<file path="config.mk">
export PLATFORM = sky130hd
export DESIGN_NAME = serial_subtractor
export DESIGN_NICKNAME = d
export VERILOG_FILES = /design/src/rtl/serial_sub_pkg.sv /design/src/rtl/one_bit_subtractor.sv /design/src/rtl/serial_subtractor.sv
export SDC_FILE = /design/constraint.sdc
export NUM_CORES = 1
export LEC_CHECK = 0
export CORE_MARGIN = 1
export CORE_UTILIZATION = 47
export DETAILED_ROUTE_END_ITERATION = 10
export GPL_TIMING_DRIVEN = 0
export HOLD_SLACK_MARGIN = 0.12
export PLACE_DENSITY_LB_ADDON = 0.3
export SYNTH_ARGS = -nofsm -noshare
export SYNTH_HDL_FRONTEND = slang
export SYNTH_SLANG_ARGS = --single-unit
</file>
<file path="constraint.sdc">
create_clock -name clk -period 1.4 [get_ports clk]
set_input_delay 0.28 -clock clk [delete_from_list [all_inputs] [get_ports clk]]
set_output_delay 0.28 -clock clk [all_outputs]
set_load 0.005 [all_outputs]
</file>
<file path="src/rtl/serial_sub_pkg.sv">
// Shared types and limits for the bit-serial subtractor.
package serial_sub_pkg;

   typedef enum logic [1:0] {
      IDLE = 2'd0,
      RUN  = 2'd1,
      DONE = 2'd2
   } sub_state_t;

   localparam int MAX_WIDTH = 32;

endpackage

</file>
<file path="src/rtl/one_bit_subtractor.sv">
// Combinational one-bit full subtractor: d = a - b - bi, bo = borrow out.
module one_bit_subtractor (
   input  logic a,
   input  logic b,
   input  logic bi,
   output logic d,
   output logic bo
);

   // Borrow when b exceeds a, or when a == b and a borrow comes in.
   always_comb begin
      d  = a ^ b ^ bi;
      bo = (~a & b) | (~(a ^ b) & bi);
   end

endmodule

</file>
<file path="src/rtl/serial_subtractor.sv">
// Bit-serial two's-complement subtractor, LSB first, start/ready/done handshake.
// Define SERIAL_SUB_OVF_EN to add the signed-overflow output ovf.
module serial_subtractor
   import serial_sub_pkg::*;
#(
   parameter int WIDTH = 8
) (
   input  logic             clk,
   input  logic             rst_n,
   input  logic             start,
   input  logic [WIDTH-1:0] a,
   input  logic [WIDTH-1:0] b,
   output logic             ready,
   output logic             done,
   output logic [WIDTH-1:0] diff,
`ifdef SERIAL_SUB_OVF_EN
   output logic             ovf,
`endif
   output logic             borrow
);

   localparam int CNT_W = $clog2(WIDTH);

   if (WIDTH < 2 || WIDTH > MAX_WIDTH) begin : g_width_chk
      $error("serial_subtractor: WIDTH out of range 2..32");
   end

   sub_state_t       state_q, state_d;
   logic [WIDTH-1:0] a_sh_q, a_sh_d;
   logic [WIDTH-1:0] b_sh_q, b_sh_d;
   logic [WIDTH-1:0] res_sh_q, res_sh_d;
   logic [WIDTH-1:0] diff_q, diff_d;
   logic [CNT_W-1:0] cnt_q, cnt_d;
   logic             bflop_q, bflop_d;
   logic             borrow_q, borrow_d;
   logic             done_q, done_d;
   logic             ready_q, ready_d;
   logic             d_s, bo_s;
`ifdef SERIAL_SUB_OVF_EN
   logic             ovf_q, ovf_d;
`endif

   one_bit_subtractor u_bit (
      .a  (a_sh_q[0]),
      .b  (b_sh_q[0]),
      .bi (bflop_q),
      .d  (d_s),
      .bo (bo_s)
   );

   // Next-state, datapath shifting and result capture.
   always_comb begin
      state_d  = state_q;
      a_sh_d   = a_sh_q;
      b_sh_d   = b_sh_q;
      res_sh_d = res_sh_q;
      diff_d   = diff_q;
      cnt_d    = cnt_q;
      bflop_d  = bflop_q;
      borrow_d = borrow_q;
`ifdef SERIAL_SUB_OVF_EN
      ovf_d    = ovf_q;
`endif
      case (state_q)
         IDLE: begin
            if (start) begin
               a_sh_d  = a;
               b_sh_d  = b;
               bflop_d = 1'b0;
               cnt_d   = '0;
               state_d = RUN;
            end else begin
               state_d = IDLE;
            end
         end
         RUN: begin
            a_sh_d   = {1'b0, a_sh_q[WIDTH-1:1]};
            b_sh_d   = {1'b0, b_sh_q[WIDTH-1:1]};
            res_sh_d = {d_s, res_sh_q[WIDTH-1:1]};
            bflop_d  = bo_s;
            cnt_d    = cnt_q + CNT_W'(1);
            // Last slice: publish the completed word together with the MSB borrow.
            if (cnt_q == CNT_W'(WIDTH - 1)) begin
               state_d  = DONE;
               diff_d   = res_sh_d;
               borrow_d = bo_s;
`ifdef SERIAL_SUB_OVF_EN
               ovf_d    = bflop_q ^ bo_s;
`endif
            end else begin
               state_d = RUN;
            end
         end
         DONE: begin
            state_d = IDLE;
         end
         default: begin
            state_d = IDLE;
         end
      endcase
      ready_d = (state_d == IDLE);
      done_d  = (state_d == DONE);
   end

   // State and output registers.
   always_ff @(posedge clk or negedge rst_n) begin
      if (!rst_n) begin
         state_q  <= IDLE;
         a_sh_q   <= '0;
         b_sh_q   <= '0;
         res_sh_q <= '0;
         diff_q   <= '0;
         cnt_q    <= '0;
         bflop_q  <= 1'b0;
         borrow_q <= 1'b0;
         done_q   <= 1'b0;
         ready_q  <= 1'b1;
`ifdef SERIAL_SUB_OVF_EN
         ovf_q    <= 1'b0;
`endif
      end else begin
         state_q  <= state_d;
         a_sh_q   <= a_sh_d;
         b_sh_q   <= b_sh_d;
         res_sh_q <= res_sh_d;
         diff_q   <= diff_d;
         cnt_q    <= cnt_d;
         bflop_q  <= bflop_d;
         borrow_q <= borrow_d;
         done_q   <= done_d;
         ready_q  <= ready_d;
`ifdef SERIAL_SUB_OVF_EN
         ovf_q    <= ovf_d;
`endif
      end
   end

   assign ready  = ready_q;
   assign done   = done_q;
   assign diff   = diff_q;
   assign borrow = borrow_q;
`ifdef SERIAL_SUB_OVF_EN
   assign ovf    = ovf_q;
`endif

endmodule

</file>
Word level (Yosys, flattened, before mapping)
Cells that the tools add are included.

operators by class
  muxes and demuxes = 11
  reductions and logical operators = 5
  equality and inequality tests = 4
  add/sub/neg operators = 1
  bitwise operators = 7

operators by type and width
  cell                                           count
  case mux 8 bit (2 select lines)                2
  two-way mux 8 bit                              2
  case mux 3 bit (2 select lines)                1
  zero test 2 bit                                2
  case mux 2 bit (2 select lines)                1
  AND reduction 2 bit                            2
  adder 3 x 1 -> 3 bit, second input constant    1
  == test 3 bit, second input constant           1
  two-way mux 3 bit                              1
  AND 1 bit                                      2
  == test 2 x 1 -> 1 bit, second input constant  1
  == test 2 bit, second input constant           1
  two-way mux 1 bit                              2
  two-way mux 2 bit                              1
  != test 2 bit, second input constant           1
  inverter 1 bit                                 2
  case mux 1 bit (2 select lines)                1
  nonzero test 2 bit                             1
  bitwise XOR 1 bit                              2
  bitwise OR 1 bit                               1

storage, ports and cells
  word-level logic and storage cells = 38
  bits of input ports = 19
  register bits = 41

Logic depth before layout (Yosys ltp)
  word-level depth = 5
  depth in mapped cells = 5

Modules after synthesis
From an unflattened synthesis, not the netlist that was laid out.

unflattened totals
  cells, all modules = 118
  area total of the unflattened synthesis = 1,757.9 µm²

modules (own cells, without submodules)
  module              area an instance (µm²)  cells each  instances  sequential area each (µm²)
  serial_subtractor   1,726.7                 114         1          1,002.2
  one_bit_subtractor  31.3                    4           1          0.0

Worst setup path before layout
Ideal clock, no wire load.

  kind = flip-flop to flip-flop
  start point = register cnt_q[0]
  end point = register diff_q[1], in the netlist diff[1]
  slack = -0.108 ns
  clock period less this slack = 1.508 ns
  stages on the path, launching flop included = 6
  buffers on the path = 1
  arrival time = 1.383 ns
  cells stage by stage = dfrtp_1 -> ha_1 -> ha_1 -> nand3b_1 -> buf_2 -> mux2_2

between the ends
  cells in the longest elaborated chain, start to end = 2

ends and longest elaborated chain
  what                                  RTL line                  text
  from (decl)                           serial_subtractor.sv:33   logic [CNT_W-1:0] cnt_q, cnt_d;
  from (signal assigned)                serial_subtractor.sv:127  cnt_q <= cnt_d;
  == test 3 bit                         serial_subtractor.sv:83   if (cnt_q == CNT_W'(WIDTH - 1)) begin
  AND reduction 2 bit (no source line)  --
  to (signal assigned)                  serial_subtractor.sv:126  diff_q <= diff_d;
  to (decl)                             serial_subtractor.sv:32   logic [WIDTH-1:0] diff_q, diff_d;

No other way between the ends.
A chain may end at the register's enable or synchronous reset.

Worst setup path after layout
  start point = register cnt_q[1]
  end point = register diff_q[7], in the netlist diff[7]

The elaborated chain is that of the path after synthesis.

==> flow_metrics.tcl <==
set metrics [dict create \
    status "finished with violations" \
    violations "negative setup slack" \
    worst_path_max_delay_cell "dfrtp_1" \
    gr-usage-met3_pct 5.657 \
    cp-start-kind "flop" \
    min_period_over_period_pct 109.1 \
    end_kind "flop" \
    core_area_um2 3442 \
    drv_cap 0 \
    maxClockFrequency_mhz 654.8 \
    fin_util_pct 70.74 \
    finalWirelength_um 3565 \
    tightestPinTransition_ps 878.7 \
    grt_max_degree 41 \
    area_delta_synth_final_pct 39.20 \
    synth_top_area_share_pct 55.79 \
    cts-root-buf "clkbuf_8" \
    synth_edf_count 0 \
    rsz0062_at_grt "true" \
    diodes 0 \
    drtIter0Drc 39 \
    synth_flop_cell "dfrtp_1" \
    grt-busiest-layer "met2" \
    worstPathMaxFanout 5 \
    power_density_nw_per_um2 2138 \
    vias 1204 \
    ir_drop_uv 929.3 \
    drc 0 \
    clock_latency_ps 290 \
    io_pins 30 \
    min_period_ps 1527 \
    leakagePower_nw 1.141 \
    slowest_delay_ps 400 \
    start_util_pct 50.82 \
    dp_hpwl_um 2262 \
    grt_use_met1_pct 24.94 \
    hold_class "in2async" \
    gp_congestion 0.7290 \
    vias_per_cell 5.448 \
    grt_pass1_vias 1267 \
    crit_required_ps 1580 \
    cp_cell_sequence "ha_2, ha_4, nand3b_1, buf_6, mux2_4" \
    ys_warn_count 0 \
    die_h_um 63.01 \
    worst_path_dominant_cell_family "flip-flops" \
    netlist_instances 128 \
    clock_tree.buffer_depth 2 \
    ys_ff_latch 40 \
    antenna_left 0 \
    cts_tree "done" \
    placementRows 21 \
    synth.largest_area_cell "dfrtp_1" \
    maxSlewViolCount 0 \
    synth_commonest_cells "dfrtp_1, mux2_2, inv_1" \
    grt_pass1_wl_um 6085 \
    syn_nets 150 \
    power_mw 5.206 \
    clk_pin_slew_ps 70 \
    die_w_um 63.01 \
    yosys.cell_types.count 30 \
    setup_viol 9 \
    final_nets 196 \
    globalRouteOverflowTotal 0 \
    skew_ps 4.193 \
    arrival_ps 1700 \
    fin_ws_ps -127.1 \
    die-area_um2 3970 \
    cp_num_buf_inv 1 \
    cts_made_buffers 5 \
    synthMostInstantiatedCell "dfrtp_1" \
    met2_usage_pct 33.47 \
    wl_per_cell_um 16.13 \
    critical_path_class "reg2reg" \
    synth.area.top_cells "dfrtp_1, mux2_2, o221a_2" \
    synth.cell_area_um2 1749 \
    drive_gt1_share_pct 40.00 \
    htree_num_levels 2 \
    synth.yosys.seq_area_share_pct 57.30 \
    antenna_found_initial 0 \
    portBuffers 29 \
    drt_pass1_iterations 4 \
    groute.usage.overall_pct 20.21 \
    slew_headroom_pct 41.42 \
    hold_viol 0 \
    avgSynthCellArea_um2 13.67 \
    clock_sinks 40 \
    synthArstFlopShare_pct 100.0 \
]
-- metal layers --
layer / share of wire [%] / vias to the layer above
met1: 43 / 593
met5: 0 / -
li1: - / 566
met3: 4.7 / 9
met4: 2.0 / 0
met2: 50 / 36
-- cell usage in the layout, fill, tap and decap left out, types with 4 or more instances in the layout --
cell and instances:
a221oi_2 4, mux2_4 8, mux2_2 7, buf_6 6, or4b_1 5, buf_2 4
clkdlybuf4s50_1 17, dfrtp_1 37, dlygate4sd2_1 10, o221a_2 7, inv_1 12, buf_4 9
clkbuf_8 7
-- kinds of logic after synthesis --
family / Yosys count / synth area share, %
flip-flops: 40 / 57.30
buffers and inverters: 24 / 6.723
AND/OR/NAND/NOR: 23 / 11.37
AO/OA/AOI/OAI: 21 / 11.23
multiplexers: 17 / 10.80
adder cells (fa/ha/maj): 3 / 2.575
-- state kept, by name (all words and copies together), names as in the netlist --
name      cells
done          1
b_sh_q        8
res_sh_q      7
state_q       2
bflop_q       1
diff          8
borrow        1
ready         1
cnt_q         3
a_sh_q        8
-- final timing paths --
check | endpoint | slack (ps) | depth (start not counted) | from
setup / recovery | diff[7] | -130 | 5 | cnt_q[1]
hold / removal | a_sh_q[2] | 110 | 1 | rst_n
setup reg to reg | diff[7] | -130 | 5 | cnt_q[1]
hold reg to reg | b_sh_q[7] | 500 | 2 | b_sh_q[7]
max in group asynchronous | state_q[0] | 690 | 1 | rst_n
min in group clk | b_sh_q[7] | 500 | 2 | b_sh_q[7]
-- stage by stage --
step                setup TNS (ps)  worst slack [ps]  instances  hold slack [ps]  cell area, um2
finish                      -903.0            -127.1        221            105.7            2435
global placement            -38260            -809.6        203            470.9            2106
detailed placement           -7244            -436.4        203            440.4            2101
global route                 -1197            -153.5        221            155.4            2435
floorplan                   -104.9            -14.98        128           -15.59            1758
CTS                         -751.3            -107.4        219            125.2            2332
-- cell type report --
cell class | count | area [um2]
sequential | 40 | 1005
clock inverter | 1 | 30.03
clock buffer | 7 | 96.34
multi-input combinational | 64 | 749.5
inverter | 13 | 48.80
tap | 46 | 57.56
timing repair buffer | 39 | 355.3
buffer | 11 | 92.59
fill | 245 | 1007
-- repair_timing --
item / CTS / global route
buffers inserted: 7 / 1
pin swaps: 1 / 1
cloned: 1 / 1
hold buffers: 0 / 0
endpoints found under the setup margin: 32 / 25
hold endpoints to repair: 0 / 0
gates resized for setup: 25 / 24
-- power by group --
group,internal (mW),switching (mW),leakage (nW)
Clock,0.629,0.384,0.0645
Sequential,1.71,0.303,0.476
Combinational,1.30,0.887,0.601
Note: power is estimated with default switching activity, not from simulation.
